## config.mk

```make
export PLATFORM = sky130hd
export DESIGN_NAME = join_n
export DESIGN_NICKNAME = d
export VERILOG_FILES = /design/src/rtl/join_pkg.sv /design/src/rtl/join_slot.sv /design/src/rtl/join_n.sv
export SDC_FILE = /design/constraint.sdc
export NUM_CORES = 1
export LEC_CHECK = 0
export BUFFER_PORTS_ARGS = -buffer_cell sky130_fd_sc_hd__buf_2
export CELL_PAD_IN_SITES_DETAIL_PLACEMENT = 0
export CELL_PAD_IN_SITES_GLOBAL_PLACEMENT = 2
export CORE_MARGIN = 2
export CORE_UTILIZATION = 35
export DETAILED_ROUTE_END_ITERATION = 10
export PLACE_DENSITY_LB_ADDON = 0.1
export SLEW_MARGIN = 30
export SYNTH_ARGS = -nofsm -noshare
export SYNTH_HDL_FRONTEND = slang
export SYNTH_SLANG_ARGS = --single-unit
```

## constraint.sdc

```tcl
create_clock -name clk -period 2.94 [get_ports clk]
set_input_delay 0.735 -clock clk [delete_from_list [all_inputs] [get_ports clk]]
set_output_delay 0.735 -clock clk [all_outputs]
set_load 0.01 [all_outputs]
```

## src/rtl/join_pkg.sv

```systemverilog
// Shared FSM encoding, default sizing and phase helpers for the four-phase N-way join.
package join_pkg;

  typedef enum logic [1:0] {
    ST_IDLE    = 2'd0,
    ST_FIRE    = 2'd1,
    ST_RELEASE = 2'd2,
    ST_RTZ     = 2'd3
  } join_state_e;

  localparam int JOIN_N_CH  = 2;
  localparam int JOIN_WIDTH = 8;
  localparam int JOIN_CNT_W = 16;

  function automatic logic f_req_phase(input join_state_e s);
    return (s == ST_FIRE) || (s == ST_RELEASE);
  endfunction

  function automatic logic f_ack_phase(input join_state_e s);
    return (s == ST_RELEASE) || (s == ST_RTZ);
  endfunction

endpackage

```

## src/rtl/join_slot.sv

```systemverilog
// One upstream channel of the join: arrival capture, first-cycle data latch and
// withdrawal detection. Only moves while the join is idle.
module join_slot
  import join_pkg::*;
#(
  parameter int WIDTH = JOIN_WIDTH
) (
  input  logic             clk,
  input  logic             rst,
  input  logic             i_idle,
  input  logic             i_clear,
  input  logic             i_en,
  input  logic             i_req,
  input  logic [WIDTH-1:0] i_data,
  output logic             o_cap_nxt,
  output logic [WIDTH-1:0] o_data_nxt,
  output logic             o_withdraw
);

  logic             r_cap;
  logic [WIDTH-1:0] r_data;
  logic             w_take;

  // A still-held request keeps its first-cycle data; a dropped one must re-arrive.
  assign w_take     = i_idle & i_en & i_req & ~r_cap;
  assign o_cap_nxt  = i_en & i_req;
  assign o_withdraw = i_idle & i_en & r_cap & ~i_req;
  assign o_data_nxt = w_take ? i_data : r_data;

  always_ff @(posedge clk) begin
    if (!rst) begin
      r_cap  <= 1'b0;
      r_data <= {WIDTH{1'b0}};
    end else if (i_clear) begin
      r_cap  <= 1'b0;
    end else if (i_idle) begin
      r_cap <= o_cap_nxt;
      if (w_take) begin
        r_data <= i_data;
      end
    end
  end

endmodule

```

## src/rtl/join_n.sv

```systemverilog
// Four-phase N-way join: waits for every enabled upstream request, forwards one
// joined request downstream, then returns all handshakes to zero together.
module join_n
  import join_pkg::*;
#(
  parameter int N_CH  = JOIN_N_CH,
  parameter int WIDTH = JOIN_WIDTH,
  parameter int CNT_W = JOIN_CNT_W
) (
  input  logic                  clk,
  input  logic                  rst,
  input  logic [N_CH-1:0]       in_req,
  output logic [N_CH-1:0]       in_ack,
  input  logic [N_CH*WIDTH-1:0] in_data,
  input  logic [N_CH-1:0]       ch_mask,
  output logic                  out_req,
  input  logic                  out_ack,
  output logic [N_CH*WIDTH-1:0] out_data,
  output logic [CNT_W-1:0]      txn_count,
  output logic                  proto_err
);

  join_state_e           r_state;
  join_state_e           w_state_nxt;
  logic [N_CH-1:0]       r_act;
  logic [N_CH-1:0]       r_in_ack;
  logic [N_CH-1:0]       w_in_ack_nxt;
  logic                  r_out_req;
  logic                  w_out_req_nxt;
  logic [N_CH*WIDTH-1:0] r_out_data;
  logic [N_CH*WIDTH-1:0] w_data_nxt;
  logic [N_CH*WIDTH-1:0] w_data_masked;
  logic [CNT_W-1:0]      r_cnt;
  logic                  r_err;
  logic [N_CH-1:0]       w_cap_nxt;
  logic [N_CH-1:0]       w_withdraw;
  logic                  w_idle;
  logic                  w_fire;
  logic                  w_done;
  logic                  w_err_set;

  assign w_idle    = (r_state == ST_IDLE);
  assign w_fire    = w_idle && (ch_mask != {N_CH{1'b0}}) && (w_cap_nxt == ch_mask);
  assign w_done    = (r_state == ST_RTZ) && !out_ack;
  assign w_err_set = (|w_withdraw)
                   || ((r_state == ST_FIRE) && (|(r_act & ~in_req)))
                   || (w_idle && out_ack);

  for (genvar g = 0; g < N_CH; g++) begin : g_slot
    join_slot #(.WIDTH(WIDTH)) u_slot (
      .clk        (clk),
      .rst        (rst),
      .i_idle     (w_idle),
      .i_clear    (w_done),
      .i_en       (ch_mask[g]),
      .i_req      (in_req[g]),
      .i_data     (in_data[g*WIDTH +: WIDTH]),
      .o_cap_nxt  (w_cap_nxt[g]),
      .o_data_nxt (w_data_nxt[g*WIDTH +: WIDTH]),
      .o_withdraw (w_withdraw[g])
    );
    assign w_data_masked[g*WIDTH +: WIDTH] =
      ch_mask[g] ? w_data_nxt[g*WIDTH +: WIDTH] : {WIDTH{1'b0}};
  end

  always_ff @(posedge clk) begin
    if (!rst) begin
      r_state <= ST_IDLE;
    end else begin
      r_state <= w_state_nxt;
    end
  end

  always_comb begin
    w_state_nxt = r_state;
    case (r_state)
      ST_IDLE:    if (w_fire)                              w_state_nxt = ST_FIRE;    else w_state_nxt = ST_IDLE;
      ST_FIRE:    if (out_ack)                             w_state_nxt = ST_RELEASE; else w_state_nxt = ST_FIRE;
      ST_RELEASE: if ((in_req & r_act) == {N_CH{1'b0}})    w_state_nxt = ST_RTZ;     else w_state_nxt = ST_RELEASE;
      ST_RTZ:     if (!out_ack)                            w_state_nxt = ST_IDLE;    else w_state_nxt = ST_RTZ;
      default:                                             w_state_nxt = ST_IDLE;
    endcase
  end

  // Handshake outputs are decoded from the next state so they register cleanly.
  always_comb begin
    w_out_req_nxt = f_req_phase(w_state_nxt);
    if (f_ack_phase(w_state_nxt)) begin
      w_in_ack_nxt = r_act;
    end else begin
      w_in_ack_nxt = {N_CH{1'b0}};
    end
  end

  always_ff @(posedge clk) begin
    if (!rst) begin
      r_act      <= {N_CH{1'b0}};
      r_out_req  <= 1'b0;
      r_in_ack   <= {N_CH{1'b0}};
      r_out_data <= {(N_CH*WIDTH){1'b0}};
      r_cnt      <= {CNT_W{1'b0}};
      r_err      <= 1'b0;
    end else begin
      r_out_req <= w_out_req_nxt;
      r_in_ack  <= w_in_ack_nxt;
      if (w_fire) begin
        r_act      <= ch_mask;
        r_out_data <= w_data_masked;
      end
      if (w_done) begin
        r_cnt <= r_cnt + CNT_W'(1'b1);
      end
      if (w_err_set) begin
        r_err <= 1'b1;
      end
    end
  end

  assign in_ack    = r_in_ack;
  assign out_req   = r_out_req;
  assign out_data  = r_out_data;
  assign txn_count = r_cnt;
  assign proto_err = r_err;

endmodule

```

==> impl_metrics.tcl <==
set metrics [dict create \
    first_pass_iters 4 \
    io_buffers 58 \
    hold_path.class "reg -> reg" \
    nNetsFinal 310 \
    root_buffer "clkbuf_8" \
    crit_arrival_ns 2.25 \
    viasPerCell 4.834 \
    dieArea_sq_mm 0.007445 \
    clockBufferDepth 2 \
    r2r_start "r_state[0]" \
    holdPathEnd "out_data[5]" \
    netlist.area_leader.share_pct 49.00 \
    reg2reg_slack_ns 0.95 \
    ys_ff_latch 58 \
    clkLatencyLatePin_ns 0.34 \
    via_count 1779 \
    avgSynthCellArea_sq_um 10.49 \
    grt_pass1_wl_um 8100 \
    cts.sinks 58 \
    post_cts_buffers 0 \
    finalSetupViolations 0 \
    total_power_uw 1809 \
    antenna_left 0 \
    worstSetupPathType "reg -> reg" \
    r2r_cells 4 \
    track_usage_pct 14.11 \
    chipHeight_um 86.29 \
    rows 29 \
    fin_crit_ns 1.992 \
    cts_tree "done" \
    avgRoutedWirePerCell_um 13.35 \
    antenna_found_initial 0 \
    dpl.hpwl_um 3347 \
    worst_slack_ns 0.9481 \
    p_leak_uw 0.001236 \
    start_util_pct 36.69 \
    hold_violations 0 \
    grt_pass1_vias 1706 \
    hold_buffers 0 \
    syn_inst 226 \
    dp_slack_ns 0.6538 \
    worstHoldStart "out_data[5]" \
    first_iter_violations 79 \
    holdPathStages 1 \
    vdd_drop_max_uv 307.2 \
    cts-resized-gates 0 \
    worst_setup_path_start_kind "register" \
    grt_max_degree 45 \
    htree_levels 3 \
    drive_above_1_share_pct 28.52 \
    tns_ns 0 \
    power_density_mw_per_mm2 619.3 \
    netlist_area_sq_mm 0.002370 \
    skew_ns 0.006050 \
    grt-ovfl-total 0 \
    finalCritPeriodShare_pct 67.75 \
    coreArea_sq_mm 0.006459 \
    boundaryPins 59 \
    wl_um 4913 \
    maxCapViolCount 0 \
    diodes 0 \
    run_status "complete, no violations" \
    cp_max_fo 16 \
    yosys_warnings 0 \
    fin_util_pct 45.23 \
    synth.yosys.seq_area_share_pct 49.00 \
    worst_slew_margin_rel_pct 50.75 \
    cts.clk_slew.worst_paths_ns 0.07 \
    r2r_end "out_data[13]" \
    die_x_um 86.29 \
    max_freq_mhz 502.0 \
    synth_cell_types 37 \
    crit_path_end_kind "register" \
    cp_data_required_time_ns 3.20 \
    ys_top_cells_by_area "dfxtp_1 49%, mux2i_1 9.3%, o2bb2ai_1 5.9%" \
    drv_slew 0 \
    drc 0 \
    rsz0062_at_grt "no" \
    cts_buffers 9 \
    gp_congestion 0.7057 \
    worst_pin_slew_ns 0.7355 \
    area_growth_pct 23.28 \
    syn_nets 250 \
    final_cell_mix "58 x dfxtp_1, 58 x buf_2, 22 x mux2i_1" \
    synth_top_area_cell "dfxtp_1" \
]
## worst max-delay path, cell delays in order, from the launching register on
cell and delay [ns]:
dfxtp_1 0.54, or2_1 0.44, a221oi_4 0.13, nor2b_2 0.62, o2bb2ai_1 0.19
## kinds of logic (layout without fill, tap and decap cells)
kind of cell	Yosys count	count (layout)	share of synthesized area, %
and+or+nand+nor	86	86	22.18
DFF	58	58	49.00
AOI/OAI and AO/OA	38	38	12.67
muxes	22	22	9.292
buffers and inverters	13	78	3.379
xor gates and xnor gates	8	8	2.957
adders and majority gates	1	1	0.5279
## registers in the layout, indices dropped and copies added (netlist names)
signal                cells
in_ack                    2
r_state                   2
out_data                 16
g_slot.u_slot.r_data     16
r_act                     2
g_slot.u_slot.r_cap       2
txn_count                16
proto_err                 1
out_req                   1
## cells in the mapped netlist, drive strengths merged
cell / count
a21oi: 3
and3: 2
o211a: 1
nor2b: 21
a21boi: 6
nor4: 1
nand2b: 6
nand3: 9
and4: 1
and4b: 1
nand4: 3
and2: 11
nor3b: 1
nand2: 13
o21ai: 7
xnor2: 5
o2bb2ai: 16
o31ai: 1
nand3b: 1
nor3: 4
nor2: 7
or2: 1
clkbuf: 5
inv: 3
ha: 1
mux2i: 22
buf: 5
dfxtp: 58
xor2: 3
a221oi: 1
a22oi: 2
a31oi: 1
or3: 4
## final cells by class
type / count / area, sq um
clock buffers: 9 / 123.9
clock inverters: 7 / 102.6
fillers: 654 / 3537
inverters: 3 / 11.26
multi-input cells: 155 / 1129
flip-flops and latches: 58 / 1161
well taps: 77 / 96.34
repair buffers: 59 / 297.8
## report_power, final
part | switching [uW] | internal [uW]
registers | 18.3 | 813
clock network | 346 | 484
logic | 84.0 | 63.9
total | 448 | 1360
## per-stage QoR
stage / hold slack, ns / std cells / cell area (sq um)
4_1_cts: 0.4666 / 368 / 2922
6_report: 0.4614 / 368 / 2922
3_5_place_dp: 0.4412 / 352 / 2695
3_3_place_gp: 0.4392 / 352 / 2695
5_1_grt: 0.4782 / 368 / 2922
2_1_floorplan: 0.4752 / 226 / 2370
## worst max-delay path by stage
stage | startpoint | end | slack (ns)
6_report | r_state[0] | out_data[13] | 0.95
2_1_floorplan | out_ack | txn_count[15] | 0.99
5_1_grt | r_state[0] | out_data[2] | 0.72
3_5_place_dp | out_ack | txn_count[15] | 0.65
3_3_place_gp | out_ack | txn_count[15] | 0.71
4_1_cts | r_state[0] | out_data[3] | 0.91
## routing by layer
layer  track usage (%)  up-vias  wire (um)
met1             18.25      803       2382
li1                  -      917          -
met4             7.244        0        104
met2             21.56       46       2126
met5                 0        -          0
met3             3.905       13        300
No activity file was read; power rests on OpenSTA's default activity.
